<file path="src/rtl/rv_structs.sv">
// Shared types for the rv_alu2 execute stage: ALU opcodes, the ALU control
// word, writeback source select, funct3 codes and the branch comparator.
package rv_structs;

  typedef enum logic [3:0] {
    ALU_ADD  = 4'd0,
    ALU_SUB  = 4'd1,
    ALU_AND  = 4'd2,
    ALU_OR   = 4'd3,
    ALU_XOR  = 4'd4,
    ALU_SLT  = 4'd5,
    ALU_SLTU = 4'd6,
    ALU_SLL  = 4'd7,
    ALU_SRL  = 4'd8,
    ALU_SRA  = 4'd9
  } alu_op_e;

  typedef struct packed {
    logic    div;
    alu_op_e op;
  } alu_ctrl_t;

  typedef enum logic [1:0] {
    RES_ALU     = 2'd0,
    RES_MEM     = 2'd1,
    RES_PC_NEXT = 2'd2
  } res_src_t;

  localparam logic [2:0] F3_BEQ  = 3'b000;
  localparam logic [2:0] F3_BNE  = 3'b001;
  localparam logic [2:0] F3_BLT  = 3'b100;
  localparam logic [2:0] F3_BGE  = 3'b101;
  localparam logic [2:0] F3_BLTU = 3'b110;
  localparam logic [2:0] F3_BGEU = 3'b111;

  localparam logic [2:0] F3_DIV  = 3'b100;
  localparam logic [2:0] F3_DIVU = 3'b101;
  localparam logic [2:0] F3_REM  = 3'b110;
  localparam logic [2:0] F3_REMU = 3'b111;

  // Branch condition; unused funct3 codes never take the branch.
  function automatic logic branch_cond(input logic [2:0] funct3,
                                       input logic [31:0] a,
                                       input logic [31:0] b);
    logic res;
    case (funct3)
      F3_BEQ:  res = (a == b);
      F3_BNE:  res = (a != b);
      F3_BLT:  res = ($signed(a) < $signed(b));
      F3_BGE:  res = ($signed(a) >= $signed(b));
      F3_BLTU: res = (a < b);
      F3_BGEU: res = (a >= b);
      default: res = 1'b0;
    endcase
    return res;
  endfunction

endpackage

</file>
<file path="src/rtl/rv_div.sv">
// Iterative restoring divider: 32 iterations on operand magnitudes, sign
// correction applied combinationally on the outputs while in DONE.
//
// state  | meaning
// IDLE   | waiting for start; operands captured on start
// RUN    | one quotient bit per cycle, counter 31 down to 0
// DONE   | quotient/remainder valid; held while i_hold is high
module rv_div
  import rv_structs::*;
(
  input  logic        i_clk,
  input  logic        i_reset,
  input  logic        i_abort,
  input  logic        i_start,
  input  logic        i_hold,
  input  logic        i_signed,
  input  logic [31:0] i_dividend,
  input  logic [31:0] i_divisor,
  output logic        o_busy,
  output logic        o_done,
  output logic [31:0] o_quotient,
  output logic [31:0] o_remainder
);

  localparam logic [1:0] S_IDLE = 2'd0;
  localparam logic [1:0] S_RUN  = 2'd1;
  localparam logic [1:0] S_DONE = 2'd2;

  logic [1:0]  state;
  logic [4:0]  cnt;
  logic [31:0] quo, rem, dvs;
  logic        neg_q, neg_r, dvz;

  logic        a_neg, b_neg;
  logic [31:0] a_mag, b_mag;
  logic [32:0] rem_shift, trial;
  logic        accept;

  assign a_neg = i_signed & i_dividend[31];
  assign b_neg = i_signed & i_divisor[31];
  assign a_mag = a_neg ? (32'd0 - i_dividend) : i_dividend;
  assign b_mag = b_neg ? (32'd0 - i_divisor) : i_divisor;

  // One restoring step: shift in the next dividend bit, keep the subtraction if it does not borrow.
  assign rem_shift = {rem, quo[31]};
  assign trial     = rem_shift - {1'b0, dvs};
  assign accept    = ~trial[32];

  // FSM, iteration counter and datapath registers.
  always_ff @(posedge i_clk) begin
    if (i_reset) begin
      state <= S_IDLE;
      cnt   <= '0;
      quo   <= '0;
      rem   <= '0;
      dvs   <= '0;
      neg_q <= 1'b0;
      neg_r <= 1'b0;
      dvz   <= 1'b0;
    end else if (i_abort) begin
      state <= S_IDLE;
    end else begin
      case (state)
        S_IDLE: if (i_start) begin
          state <= S_RUN;
          cnt   <= 5'd31;
          quo   <= a_mag;
          rem   <= '0;
          dvs   <= b_mag;
          neg_q <= a_neg ^ b_neg;
          neg_r <= a_neg;
          dvz   <= (i_divisor == 32'd0);
        end
        S_RUN: begin
          quo <= {quo[30:0], accept};
          rem <= accept ? trial[31:0] : rem_shift[31:0];
          if (cnt == 5'd0) state <= S_DONE;
          else             cnt   <= cnt - 5'd1;
        end
        S_DONE: if (!i_hold) state <= S_IDLE;
        default: state <= S_IDLE;
      endcase
    end
  end

  assign o_busy      = (state == S_RUN);
  assign o_done      = (state == S_DONE);
  // Divide by zero yields all ones regardless of sign; the remainder falls out as the dividend.
  assign o_quotient  = dvz ? 32'hFFFF_FFFF : (neg_q ? (32'd0 - quo) : quo);
  assign o_remainder = neg_r ? (32'd0 - rem) : rem;

endmodule

</file>
<file path="src/rtl/rv_alu2.sv">
// Execute stage: ALU, branch decision and PC redirect, all registered for the
// memory stage. Build with RV_ALU2_DIV_EN defined to include the iterative
// divider; without it a divide op retires in one cycle as an illegal
// instruction trap and o_stall_req is tied low.
module rv_alu2
  import rv_structs::*;
#(
  parameter int IADDR_SPACE_BITS = 16
) (
  input  logic                        i_clk,
  input  logic                        i_reset,
  input  logic                        i_flush,
  input  logic                        i_stall,
  input  logic [31:0]                 i_op1,
  input  logic [31:0]                 i_op2,
  input  logic [31:0]                 i_store_data,
  input  logic [2:0]                  i_funct3,
  input  alu_ctrl_t                   i_alu_ctrl,
  input  logic [4:0]                  i_rd,
  input  logic                        i_reg_write,
  input  logic                        i_store,
  input  logic                        i_inst_jal_jalr,
  input  logic                        i_inst_branch,
  input  logic                        i_to_trap,
  input  res_src_t                    i_res_src,
  input  logic [IADDR_SPACE_BITS-1:1] i_pc_next,
  input  logic [IADDR_SPACE_BITS-1:1] i_pc_target,
  output logic                        o_stall_req,
  output logic                        o_pc_select,
  output logic [IADDR_SPACE_BITS-1:1] o_pc_target,
  output logic [31:0]                 o_result,
  output logic [31:0]                 o_store_data,
  output logic [4:0]                  o_rd,
  output logic                        o_reg_write,
  output logic                        o_store,
  output res_src_t                    o_res_src,
  output logic [2:0]                  o_funct3,
  output logic [IADDR_SPACE_BITS-1:1] o_pc_next,
  output logic                        o_to_trap
);

  logic [31:0] alu_res;
  logic [31:0] result_d;
  logic        reg_write_d;
  logic        to_trap_d;
  logic        pc_select_d;
  logic        load;
  logic [4:0]  shamt;

  assign shamt = i_op2[4:0];

  // Single-cycle ALU operations.
  always_comb begin
    alu_res = '0;
    case (i_alu_ctrl.op)
      ALU_ADD:  alu_res = i_op1 + i_op2;
      ALU_SUB:  alu_res = i_op1 - i_op2;
      ALU_AND:  alu_res = i_op1 & i_op2;
      ALU_OR:   alu_res = i_op1 | i_op2;
      ALU_XOR:  alu_res = i_op1 ^ i_op2;
      ALU_SLT:  alu_res = {31'b0, $signed(i_op1) < $signed(i_op2)};
      ALU_SLTU: alu_res = {31'b0, i_op1 < i_op2};
      ALU_SLL:  alu_res = i_op1 << shamt;
      ALU_SRL:  alu_res = i_op1 >> shamt;
      ALU_SRA:  alu_res = $unsigned($signed(i_op1) >>> shamt);
      default:  alu_res = '0;
    endcase
  end

  assign pc_select_d = i_inst_jal_jalr | (i_inst_branch & branch_cond(i_funct3, i_op1, i_op2));

`ifdef RV_ALU2_DIV_EN
  logic        div_start, div_busy, div_done;
  logic [31:0] div_q, div_r;

  // A divide only starts from IDLE; the instruction is held upstream until DONE loads it.
  assign div_start = i_alu_ctrl.div & ~div_busy & ~div_done & ~i_stall & ~i_flush;

  rv_div u_div (
    .i_clk       (i_clk),
    .i_reset     (i_reset),
    .i_abort     (i_flush),
    .i_start     (div_start),
    .i_hold      (i_stall),
    .i_signed    (~i_funct3[0]),
    .i_dividend  (i_op1),
    .i_divisor   (i_op2),
    .o_busy      (div_busy),
    .o_done      (div_done),
    .o_quotient  (div_q),
    .o_remainder (div_r)
  );

  assign o_stall_req = div_start | div_busy;
  assign result_d    = i_alu_ctrl.div ? (i_funct3[1] ? div_r : div_q) : alu_res;
  assign reg_write_d = i_reg_write;
  assign to_trap_d   = i_to_trap;
`else
  // No divider: a divide op is killed as an illegal instruction.
  assign o_stall_req = 1'b0;
  assign result_d    = i_alu_ctrl.div ? 32'd0 : alu_res;
  assign reg_write_d = i_reg_write & ~i_alu_ctrl.div;
  assign to_trap_d   = i_to_trap | i_alu_ctrl.div;
`endif

  assign load = ~i_stall & ~o_stall_req;

  // Pipeline register toward the memory stage; flush clears only the control fields.
  always_ff @(posedge i_clk) begin
    if (i_reset) begin
      o_pc_select  <= 1'b0;
      o_pc_target  <= '0;
      o_result     <= '0;
      o_store_data <= '0;
      o_rd         <= '0;
      o_reg_write  <= 1'b0;
      o_store      <= 1'b0;
      o_res_src    <= RES_ALU;
      o_funct3     <= '0;
      o_pc_next    <= '0;
      o_to_trap    <= 1'b0;
    end else if (i_flush) begin
      o_reg_write  <= 1'b0;
      o_store      <= 1'b0;
      o_pc_select  <= 1'b0;
      o_to_trap    <= 1'b0;
      o_rd         <= '0;
    end else if (load) begin
      o_pc_select  <= pc_select_d;
      o_pc_target  <= i_pc_target;
      o_result     <= result_d;
      o_store_data <= i_store_data;
      o_rd         <= i_rd;
      o_reg_write  <= reg_write_d;
      o_store      <= i_store;
      o_res_src    <= i_res_src;
      o_funct3     <= i_funct3;
      o_pc_next    <= i_pc_next;
      o_to_trap    <= to_trap_d;
    end
  end

endmodule

</file>
<file path="config.mk">
export PLATFORM = sky130hd
export DESIGN_NAME = rv_alu2
export DESIGN_NICKNAME = d
export VERILOG_FILES = /design/src/rtl/rv_structs.sv /design/src/rtl/rv_div.sv /design/src/rtl/rv_alu2.sv
export SDC_FILE = /design/constraint.sdc
export NUM_CORES = 1
export LEC_CHECK = 0
export BUFFER_PORTS_ARGS = -buffer_cell sky130_fd_sc_hd__buf_4
export CAP_MARGIN = 40
export CORE_MARGIN = 2
export CORE_UTILIZATION = 35
export DETAILED_ROUTE_END_ITERATION = 10
export HOLD_SLACK_MARGIN = 0.06
export PLACE_DENSITY = 0.66
export SLEW_MARGIN = 30
export SYNTH_ARGS = -nofsm -noshare
export SYNTH_HDL_FRONTEND = slang
export SYNTH_SLANG_ARGS = --single-unit
</file>
<file path="constraint.sdc">
create_clock -name i_clk -period 4.6 [get_ports i_clk]
set_clock_uncertainty 0.2 [all_clocks]
set_input_delay 0.69 -clock i_clk [delete_from_list [all_inputs] [get_ports i_clk]]
set_output_delay 0.69 -clock i_clk [all_outputs]
set_load 0.02 [all_outputs]
</file>
==> metrics <==
syn_nets=1,947; outcome=complete, no violations; Clk pwr share=roughly a quarter; vias in the first global route=13,470; Highest Clock Rate=266.9 MHz; Worst EP required=4.67 ns; setup slack at placement=between 0.5 and 0.6 ns; Cell variety after synth=100; Initial Utilization=35.48%; drt via density=6.083; crit path max fanout=15; total grt overflow=0; layout cell share with drive strength beyond 1=22.61%; Setup crit end kind=register; Setup Total Neg Slack=0 ns; commonest cells after routing, fill and taps aside=buf_4 (294), nand2_1 (266), a21oi_1 (194), nor2_1 (151), dfxtp_1 (108); # setup viols final=0; global-route wire length before repair=87.68 mm; combinational share of power=43.8%; Peak supply drop=264.7 uV; largest net degree at the start of global routing=69; Post-route DRC=0; chip height=about 190 um; CORE AREA=35,480 um2; P&R area growth vs syn=19.78%; Seq pwr share=between 30% and 40%; clk sinks=108; Tmin final=3.747 ns; Post-CTS Hold Buffers=0; final net count=2,120; H-tree levels=3; Worst-Margin Slew=0.9282 ns; Post-Syn Instances=1,698; via count=14,220; Synth area leaders=dfxtp_1 (17%), ha_1 (9.6%), mux4_2 (9.5%); final hold vios=0; routability cong.=1.005; Leak=6.431 nW; top_reg_cell synth=dfxtp_1; num rows=69; setup bufs post-CTS=0; Final WS setup=about 0.85 ns; latest clock arrival within the worst-skew pair=0.37 ns; Total GRT Usage=30.57%; Slew headroom=37.97%; initial antenna violation count=2; commonest non-fill, non-tap cell in the layout=buf_4; Ports=around 260; post_cts resized=0; sequential share of the synthesized area=17.17%; Synth top area share=17.17%; Yosys top cell by area=dfxtp_1; CTS tree=built; Fill cells=around 3,700; ys async rst share=0%; clock tree buffer depth=2; Worst Path Arrival=between 3 and 4 ns; die width=193.7 um; final std cells w/o fill=around 2,300; max-cap viol count=0; RSZ-0062 raised after global routing=false; cell area after synthesis=12,590 um2; post-DP HPWL=45.74 mm; post-route ant nets=0; crit path kind=in -> reg; WL/cell=between 20 and 30 um; Placed Cells=2,321; Final Util=42.50%; drt pass-1 iters=6; Int Pwr=slightly below 0.002 W; clock-pin slew on the worst setup and hold paths=0.08 ns; max-slew violations=0; sw frac=40.94%; number of synthesized register bits=about 110; CTS buffer count=9; Die ar.=around 38,000 um2; CTS root buffer=clkbuf_16; drt total wl=59.01 mm; number of synthesized flops with an enable pin=0; I/O Buffers=257; initial DRC count=1,472; P_sw=0.001349 W; syn_area_per_cell=7.415 um2; yosys warns=0; final worst path period share=between 80% and 90%; Power Dens Cells=roughly 220 nW/um2; Tightest Hold Check Type=reg -> reg; Setup crit start kind=input pin
## cell usage after synthesis, drive strengths merged, types with 8 or more instances
cell type  number
nand4           9
and2            9
xnor2          15
mux2           17
a21o           19
a21boi          8
and3           10
nor3           27
a311oi          8
inv            98
mux4           53
or2            12
dfxtp         108
o31ai          10
nor2b          10
o2111ai         9
o21bai         11
o221ai         11
nor4           10
a21oi         194
ha             97
a211oi         32
a22oi          19
o21ai         107
nor2          152
a2111oi         9
o211ai         24
a221oi         14
buf            49
nand3          28
nand2         266
mux2i          52
or3            16
a31oi          13
clkbuf         83
## power by group through the flow
stage	Clock, W	Combinational [W]	Sequential [W]
after floorplan	0	0.000851	0.00105
after global placement	0	0.00141	0.00101
after detailed placement	0	0.00140	0.00101
after CTS	0.000887	0.00141	0.000991
after global routing	0.000911	0.00154	0.000994
final	0.000862	0.00144	0.000990
## per-layer routing
metal | wire (um) | GRT usage (%)
met5 | 0 | 0
met4 | 3427 | 16.91
met3 | 5404 | 5.897
met2 | 26660 | 48.89
met1 | 23520 | 38.72
## logic make-up after synthesis
| kind of cell | Yosys count | synth area share [%] |
|---|---|---|
| compound gates | 549 | 28.57 |
| xor+xnor | 18 | 1.252 |
| fa+ha+maj | 99 | 9.957 |
| buf+inv | 233 | 8.049 |
| flops | 108 | 17.17 |
| mux | 122 | 15.16 |
| other cells | 1 | 0.02978 |
| simple gates | 568 | 19.81 |
## state kept, by name, summed over array words and instances (netlist names)
signal and cells:
o_result 32, o_store_data 32, o_pc_next 15, o_pc_target 15
o_rd 5, o_funct3 3, o_res_src 2, o_pc_select 1
o_reg_write 1, o_store 1, o_to_trap 1
## path summary, 6_finish.rpt
kind,from,endpoint,slack [ns],depth (start not counted)
worst max-delay path,i_op2[0],o_result[30],0.85,12
worst min-delay path,o_pc_target[7],o_pc_target[7],0.26,2
worst max register to register,o_result[25],o_result[25],2.80,5
worst min register to register,o_pc_target[7],o_pc_target[7],0.26,2
## layout make-up
type | count | area, um2 | area share [%]
antenna | 2 | 5.005 | 0.03319
clock buffer | 9 | 225.2 | 1.493
clock inverter | 6 | 71.32 | 0.4729
inverter | 99 | 371.6 | 2.464
multi-input combinational | 1357 | 9430 | 62.53
sequential | 108 | 2162 | 14.34
tap | 461 | 576.8 | 3.825
timing repair buffer | 296 | 2238 | 14.84
## per-stage QoR
| step | total power (W) | hold WS, ns | area [um2] |
|---|---|---|---|
| after floorplan | 0.001900 | 0.3277 | 12590 |
| after global placement | 0.002416 | 0.2427 | 14770 |
| after detailed placement | 0.002417 | 0.2471 | 14780 |
| after CTS | 0.003288 | 0.2588 | 15080 |
| after global routing | 0.003442 | 0.2737 | 15080 |
| final | 0.003296 | 0.2585 | 15080 |
## worst max-delay path, stage by stage
cell       delay, ns
buf_4           0.19
ha_1            0.26
fa_1            0.39
a21o_1          0.22
a311oi_1        0.45
o221ai_1        0.27
a2bb2oi_1       0.24
a31oi_1         0.45
o21ai_0         0.14
a32oi_1         0.23
a2bb2oi_1       0.20
nand2_1         0.07
Power figures use the tool's default switching activity.
